[src/rtl/sfifo_wr_arb.sv]
// Round-robin write arbiter sharing one sfifo write port among NREQ producers.
// Define SFIFO_WR_ARB_ERR_EN to enable the sticky occupancy-mismatch flag on err.
module sfifo_wr_arb #(
  parameter int NREQ  = 4,
  parameter int WIDTH = 8,
  parameter int DEPTH = 16,
  parameter int BURST = 4,
  localparam int IDW  = $clog2(NREQ),
  localparam int OCCW = $clog2(DEPTH) + 1
) (
  input  logic                    clk,
  input  logic                    rst,
  input  logic [NREQ-1:0]         req_valid,
  input  logic [NREQ*WIDTH-1:0]   req_data,
  output logic [NREQ-1:0]         req_ready,
  output logic                    fifo_winc,
  output logic [WIDTH-1:0]        fifo_wdata,
  input  logic                    fifo_wfull,
  input  logic                    fifo_pop,
  output logic                    grant_valid,
  output logic [IDW-1:0]          grant_id,
  output logic [OCCW-1:0]         occ,
  output logic                    err
);

  typedef enum logic {IDLE, HOLD} state_e;

  state_e          state_q, state_d;
  logic [IDW-1:0]  rr_ptr_q, rr_ptr_d;
  logic [IDW-1:0]  grant_id_q, grant_id_d;
  logic            grant_valid_q, grant_valid_d;
  logic [7:0]      beat_q, beat_d;
  logic [OCCW-1:0] occ_q, occ_d;

  logic [WIDTH-1:0] data_arr [NREQ];
  logic             hold, room, cur_valid, accept, last_beat, rel, pop_eff;
  logic             pick_found;
  logic [IDW-1:0]   pick_idx;

  always_comb begin
    for (int unsigned i = 0; i < NREQ; i++) begin
      data_arr[i] = req_data[i*WIDTH +: WIDTH];
    end
  end

  assign hold      = (state_q == HOLD);
  assign room      = (occ_q < OCCW'(DEPTH)) & ~fifo_wfull;
  assign cur_valid = req_valid[grant_id_q];
  assign accept    = hold & cur_valid & room;
  assign last_beat = (beat_q == 8'(BURST - 1));
  assign rel       = hold & (~cur_valid | (accept & last_beat));
  assign pop_eff   = fifo_pop & (occ_q != '0);

  assign req_ready   = (hold & room) ? (NREQ'(1) << grant_id_q) : '0;
  assign fifo_winc   = accept;
  assign fifo_wdata  = hold ? data_arr[grant_id_q] : '0;
  assign grant_valid = grant_valid_q;
  assign grant_id    = grant_id_q;
  assign occ         = occ_q;

  // First valid requester at or after rr_ptr, wrapping at NREQ.
  always_comb begin
    int unsigned idx;
    pick_found = 1'b0;
    pick_idx   = '0;
    for (int unsigned k = 0; k < NREQ; k++) begin
      idx = int'(rr_ptr_q) + k;
      if (idx >= NREQ) idx = idx - NREQ;
      if (!pick_found && req_valid[idx]) begin
        pick_found = 1'b1;
        pick_idx   = IDW'(idx);
      end
    end
  end

  always_comb begin
    state_d    = state_q;
    rr_ptr_d   = rr_ptr_q;
    grant_id_d = grant_id_q;
    beat_d     = beat_q;
    occ_d      = occ_q;
    case (state_q)
      IDLE: begin
        if (pick_found) begin
          state_d    = HOLD;
          grant_id_d = pick_idx;
          beat_d     = '0;
        end
      end
      HOLD: begin
        if (accept) beat_d = beat_q + 8'd1;
        if (rel) begin
          state_d  = IDLE;
          rr_ptr_d = (grant_id_q == IDW'(NREQ - 1)) ? '0 : IDW'(grant_id_q + 1'b1);
        end
      end
      default: state_d = IDLE;
    endcase
    if (accept && !pop_eff)      occ_d = occ_q + 1'b1;
    else if (!accept && pop_eff) occ_d = occ_q - 1'b1;
    grant_valid_d = (state_d == HOLD);
  end

  always_ff @(posedge clk or posedge rst) begin
    if (rst) begin
      state_q       <= IDLE;
      rr_ptr_q      <= '0;
      grant_id_q    <= '0;
      grant_valid_q <= 1'b0;
      beat_q        <= '0;
      occ_q         <= '0;
    end else begin
      state_q       <= state_d;
      rr_ptr_q      <= rr_ptr_d;
      grant_id_q    <= grant_id_d;
      grant_valid_q <= grant_valid_d;
      beat_q        <= beat_d;
      occ_q         <= occ_d;
    end
  end

`ifdef SFIFO_WR_ARB_ERR_EN
  logic err_q, err_d;

  // A registered wfull may legitimately be seen at DEPTH-1 after a pop, not below.
  always_comb begin
    err_d = err_q | (fifo_pop & (occ_q == '0))
                  | (fifo_wfull & (occ_q < OCCW'(DEPTH - 1)));
  end

  always_ff @(posedge clk or posedge rst) begin
    if (rst) err_q <= 1'b0;
    else     err_q <= err_d;
  end

  assign err = err_q;
`else
  assign err = 1'b0;
`endif

endmodule

[config.mk]
export PLATFORM = sky130hd
export DESIGN_NAME = sfifo_wr_arb
export DESIGN_NICKNAME = d
export VERILOG_FILES = /design/src/rtl/sfifo_wr_arb.sv
export SDC_FILE = /design/constraint.sdc
export NUM_CORES = 1
export LEC_CHECK = 0
export ABC_AREA = 1
export BUFFER_PORTS_ARGS = -buffer_cell sky130_fd_sc_hd__buf_2
export CAP_MARGIN = 20
export CORE_MARGIN = 3
export CORE_UTILIZATION = 45
export CTS_CLUSTER_DIAMETER = 50
export CTS_CLUSTER_SIZE = 24
export DETAILED_ROUTE_END_ITERATION = 8
export PLACE_DENSITY = 0.73
export SETUP_SLACK_MARGIN = 0.15
export SLEW_MARGIN = 10
export SYNTH_ARGS = -nofsm -noshare
export SYNTH_HDL_FRONTEND = slang
export SYNTH_SLANG_ARGS = --single-unit
[constraint.sdc]
create_clock -name clk -period 5.8 [get_ports clk]
set_input_delay 1.45 -clock clk [delete_from_list [all_inputs] [get_ports clk]]
set_output_delay 1.45 -clock clk [all_outputs]
set_load 0.01 [all_outputs]
==> qor.csv <==
stage,metric,value,unit
status,status,completed,
cts,setup repair bufs after CTS,0,
sta,"Slew Viols, Final",0,
layout,Final #Nets,377,
min_path,min-delay worst type,flip-flop to flip-flop,
yosys,area share of the largest cell type after synthesis,0.261,
placed_design,Post-DP Area,2020,um^2
cts,CTS Sinks,18,
min_path,hold depth,1,
critical_path,crit-path max FO,23,
critical_path,CP Capture Type,output port,
sta,Worst Clk Skew,0.00321,ns
min_path,worst hold path startpoint,occ[0]$_DFFE_PP0P_,
critical_path,Startpoint Class,flip-flop,
global_route,remaining global-route overflow,0,
cts,worst-case clock buffer depth,2,
yosys,post-synthesis sequential area ratio,0.261,
global_route,total global-route track usage,0.188,
placed_design,GPL Wtd Cong,0.869,
yosys,Yosys warning count,0,
critical_path,Reg2Reg Setup Slack,2.39,ns
yosys,top-count cell post-synth,nand2_1,
layout,antenna diode count,0,
global_route,initial antenna violation count,0,
yosys,Mean Syn Cell Area,6.35,um^2
placed_design,DP Worst Slack,1.87,ns
sta,unrepaired setup endpoints after global routing,no,
yosys,"area leader, netlist",dfrtp_1,
die,row count,21,
sta,final critical-path setup slack,1.84,ns
sta,Final Cycle Share,0.683,
critical_path,Worst EP arrival,2.51,ns
critical_path,Worst Path Required,4.35,ns
yosys,synth cell count leaders,"nand2_1, nor2_1, o21ai_0, inv_1, nand3_1",
detailed_routing,number of DRC markers in iteration 0,99,
critical_path,Reg2Reg Capture Point,occ[4]$_DFFE_PP0P_,
global_route,first-pass GRT wire length,6.80,mm
die,Core ar.,3520,um^2
cts,Worst-path clk slew,0.07,ns
yosys,Main synth FF type,dfrtp_1,
layout,P&R area growth vs syn,20.1,%
layout,"final std cell area, no fill",2070,um^2
die,Ports,62,
die,die height,67.9,um
layout,final core occ,0.589,
sta,"Hold Vio Cnt, Final",0,
cts,clock buffer count from CTS,3,
detailed_routing,vias per inst,5.04,
sta,measured slew at the worst slew-check pin,0.703,ns
yosys,mapped cell area,1730,um^2
yosys,Synth Instances,272,
yosys,syn nets,323,
detailed_routing,Vias,1869,
run,max_cap viols,0,
cts,CTS resizes,0,
sta,Final min period,3.96,ns
min_path,Hold EP,occ[0]$_DFFE_PP0P_,
power_and_ir_drop,Pleak,1.15,nW
critical_path,worst setup path class,flip-flop to output port,
sta,Max Clock Freq,0.253,GHz
yosys,"flops & latches, synth",18,
cts,Root Driver,clkbuf_8,
detailed_routing,routed wire length,4.23,mm
cts,cts-stage hold buffer count,0,
yosys,"EDFF count, synth",0,
layout,FILL cells,358,
layout,share of cells above drive strength 1,0.252,
cts,CTS tree,built,
cts,H-tree depth,1,
cts,clk_lat worst skew,0.26,ns
detailed_routing,drt wl/cell,11.4,um
sta,setup TNS,0,ns
sta,# setup viols final,0,
yosys,number of distinct library cells after synthesis,27,
power_and_ir_drop,Peak VDD IR,0.336,mV
global_route,largest net degree at the start of global routing,24,
die,die extent in x,67.9,um
detailed_routing,DRC errors left,0,
detailed_routing,ANT nets after route,0,
placed_design,IO Port Bufs,60,
die,initial core utilization,0.490,
sta,relative slew slack,0.531,
critical_path,worst r2r src,grant_id[0]$_DFFE_PP0P_,
power_and_ir_drop,Cell Pwr Density,494,nW/um^2
yosys,asr flop ratio synth,1.00,
detailed_routing,1st-pass router iterations,4,
critical_path,R2R depth,14,
yosys,main area contributors after synthesis,"dfrtp_1, nand2_1, nor2_1, o21ai_0, ha_1",
die,die area,4620,um^2
global_route,vias in the first global route,1580,
placed_design,DP HPWL,3.16,mm
sta,Min Hold Slack,0.536,ns
-- per-stage QoR --
step	cells	total power, mW
5_1_grt	371	1.15
2_1_floorplan	272	0.766
3_5_place_dp	367	0.922
3_3_place_gp	367	0.915
4_1_cts	371	1.03
6_report	371	1.02
-- cell families (layout without fill, tap and decap cells) --
logic type / Yosys count / in the layout / share of synthesized area
AND/OR/NAND/NOR: 155 / 155 / 0.386
AO/OA/AOI/OAI: 41 / 41 / 0.123
buffers and inverters: 36 / 89 / 0.0927
flip-flops: 18 / 18 / 0.261
adder cells (fa/ha/maj): 11 / 11 / 0.0841
XOR/XNOR: 10 / 10 / 0.0507
other: 1 / 1 / 0.00217
-- worst max-delay path, stage by stage (launching register included) --
cell     delay [ns]
dfrtp_1        0.80
inv_1          0.47
a21oi_1        0.22
o21ai_0        0.10
nand2_1        0.13
nand2_1        0.22
inv_1          0.17
buf_2          0.14
-- layer usage --
layer	vias up	global-route usage	share of wire	routed length [um]
met5	-	0	0	0
met4	0	0.0670	0.015	62
met3	7	0.0296	0.086	363
met2	70	0.324	0.44	1880
met1	821	0.237	0.45	1930
li1	971	-	-	-
-- worst max-delay path by stage --
stage                            start         to  slack [ns]  cells past startpoint
2_1_floorplan               fifo_wfull  fifo_winc        2.25                      3
4_1_cts        grant_id[0]$_DFFE_PP0P_  fifo_winc        1.85                      7
3_3_place_gp                fifo_wfull  fifo_winc        1.87                      5
3_5_place_dp                fifo_wfull  fifo_winc        1.87                      5
6_report       grant_id[0]$_DFFE_PP0P_  fifo_winc        1.84                      7
5_1_grt        grant_id[0]$_DFFE_PP0P_  fifo_winc        1.55                      7
-- report_power, final --
group | total, mW | internal [mW] | switching [mW]
combinational | 0.656 | 0.248 | 0.408
sequential | 0.264 | 0.171 | 0.0924
clock | 0.104 | 0.0605 | 0.0440
-- area by class of cell --
| class | instances | area [um^2] | area share |
|---|---|---|---|
| Timing Repair Buffer | 60 | 300 | 0.145 |
| Tap cell | 46 | 57.6 | 0.0278 |
| Clock buffer | 4 | 55.1 | 0.0266 |
| Multi-Input combinational cell | 218 | 1120 | 0.538 |
| Sequential cell | 18 | 450 | 0.217 |
| Inverter | 25 | 93.8 | 0.0453 |
-- sequential cells by signal, summed over array words and instances (netlist names) --
name         cells
beat_q           8
rr_ptr_q         2
grant_id         2
occ              5
grant_valid      1
-- placed cells by master (no fill, tap or decap) --
cell type / count
a21oi_1: 13
buf_2: 60
clkbuf_8: 4
conb_1: 1
dfrtp_1: 18
fa_1: 1
ha_1: 10
inv_1: 21
inv_2: 4
nand2_1: 74
nand2_2: 9
nand3_1: 19
nand3_2: 3
nand4_1: 1
nor2_1: 43
nor2_4: 1
nor3_1: 3
nor3b_1: 1
nor4_1: 1
o21ai_0: 26
o21ai_2: 1
o41ai_1: 1
xnor2_1: 4
xor2_1: 6
Power figures use the tool's default switching activity.
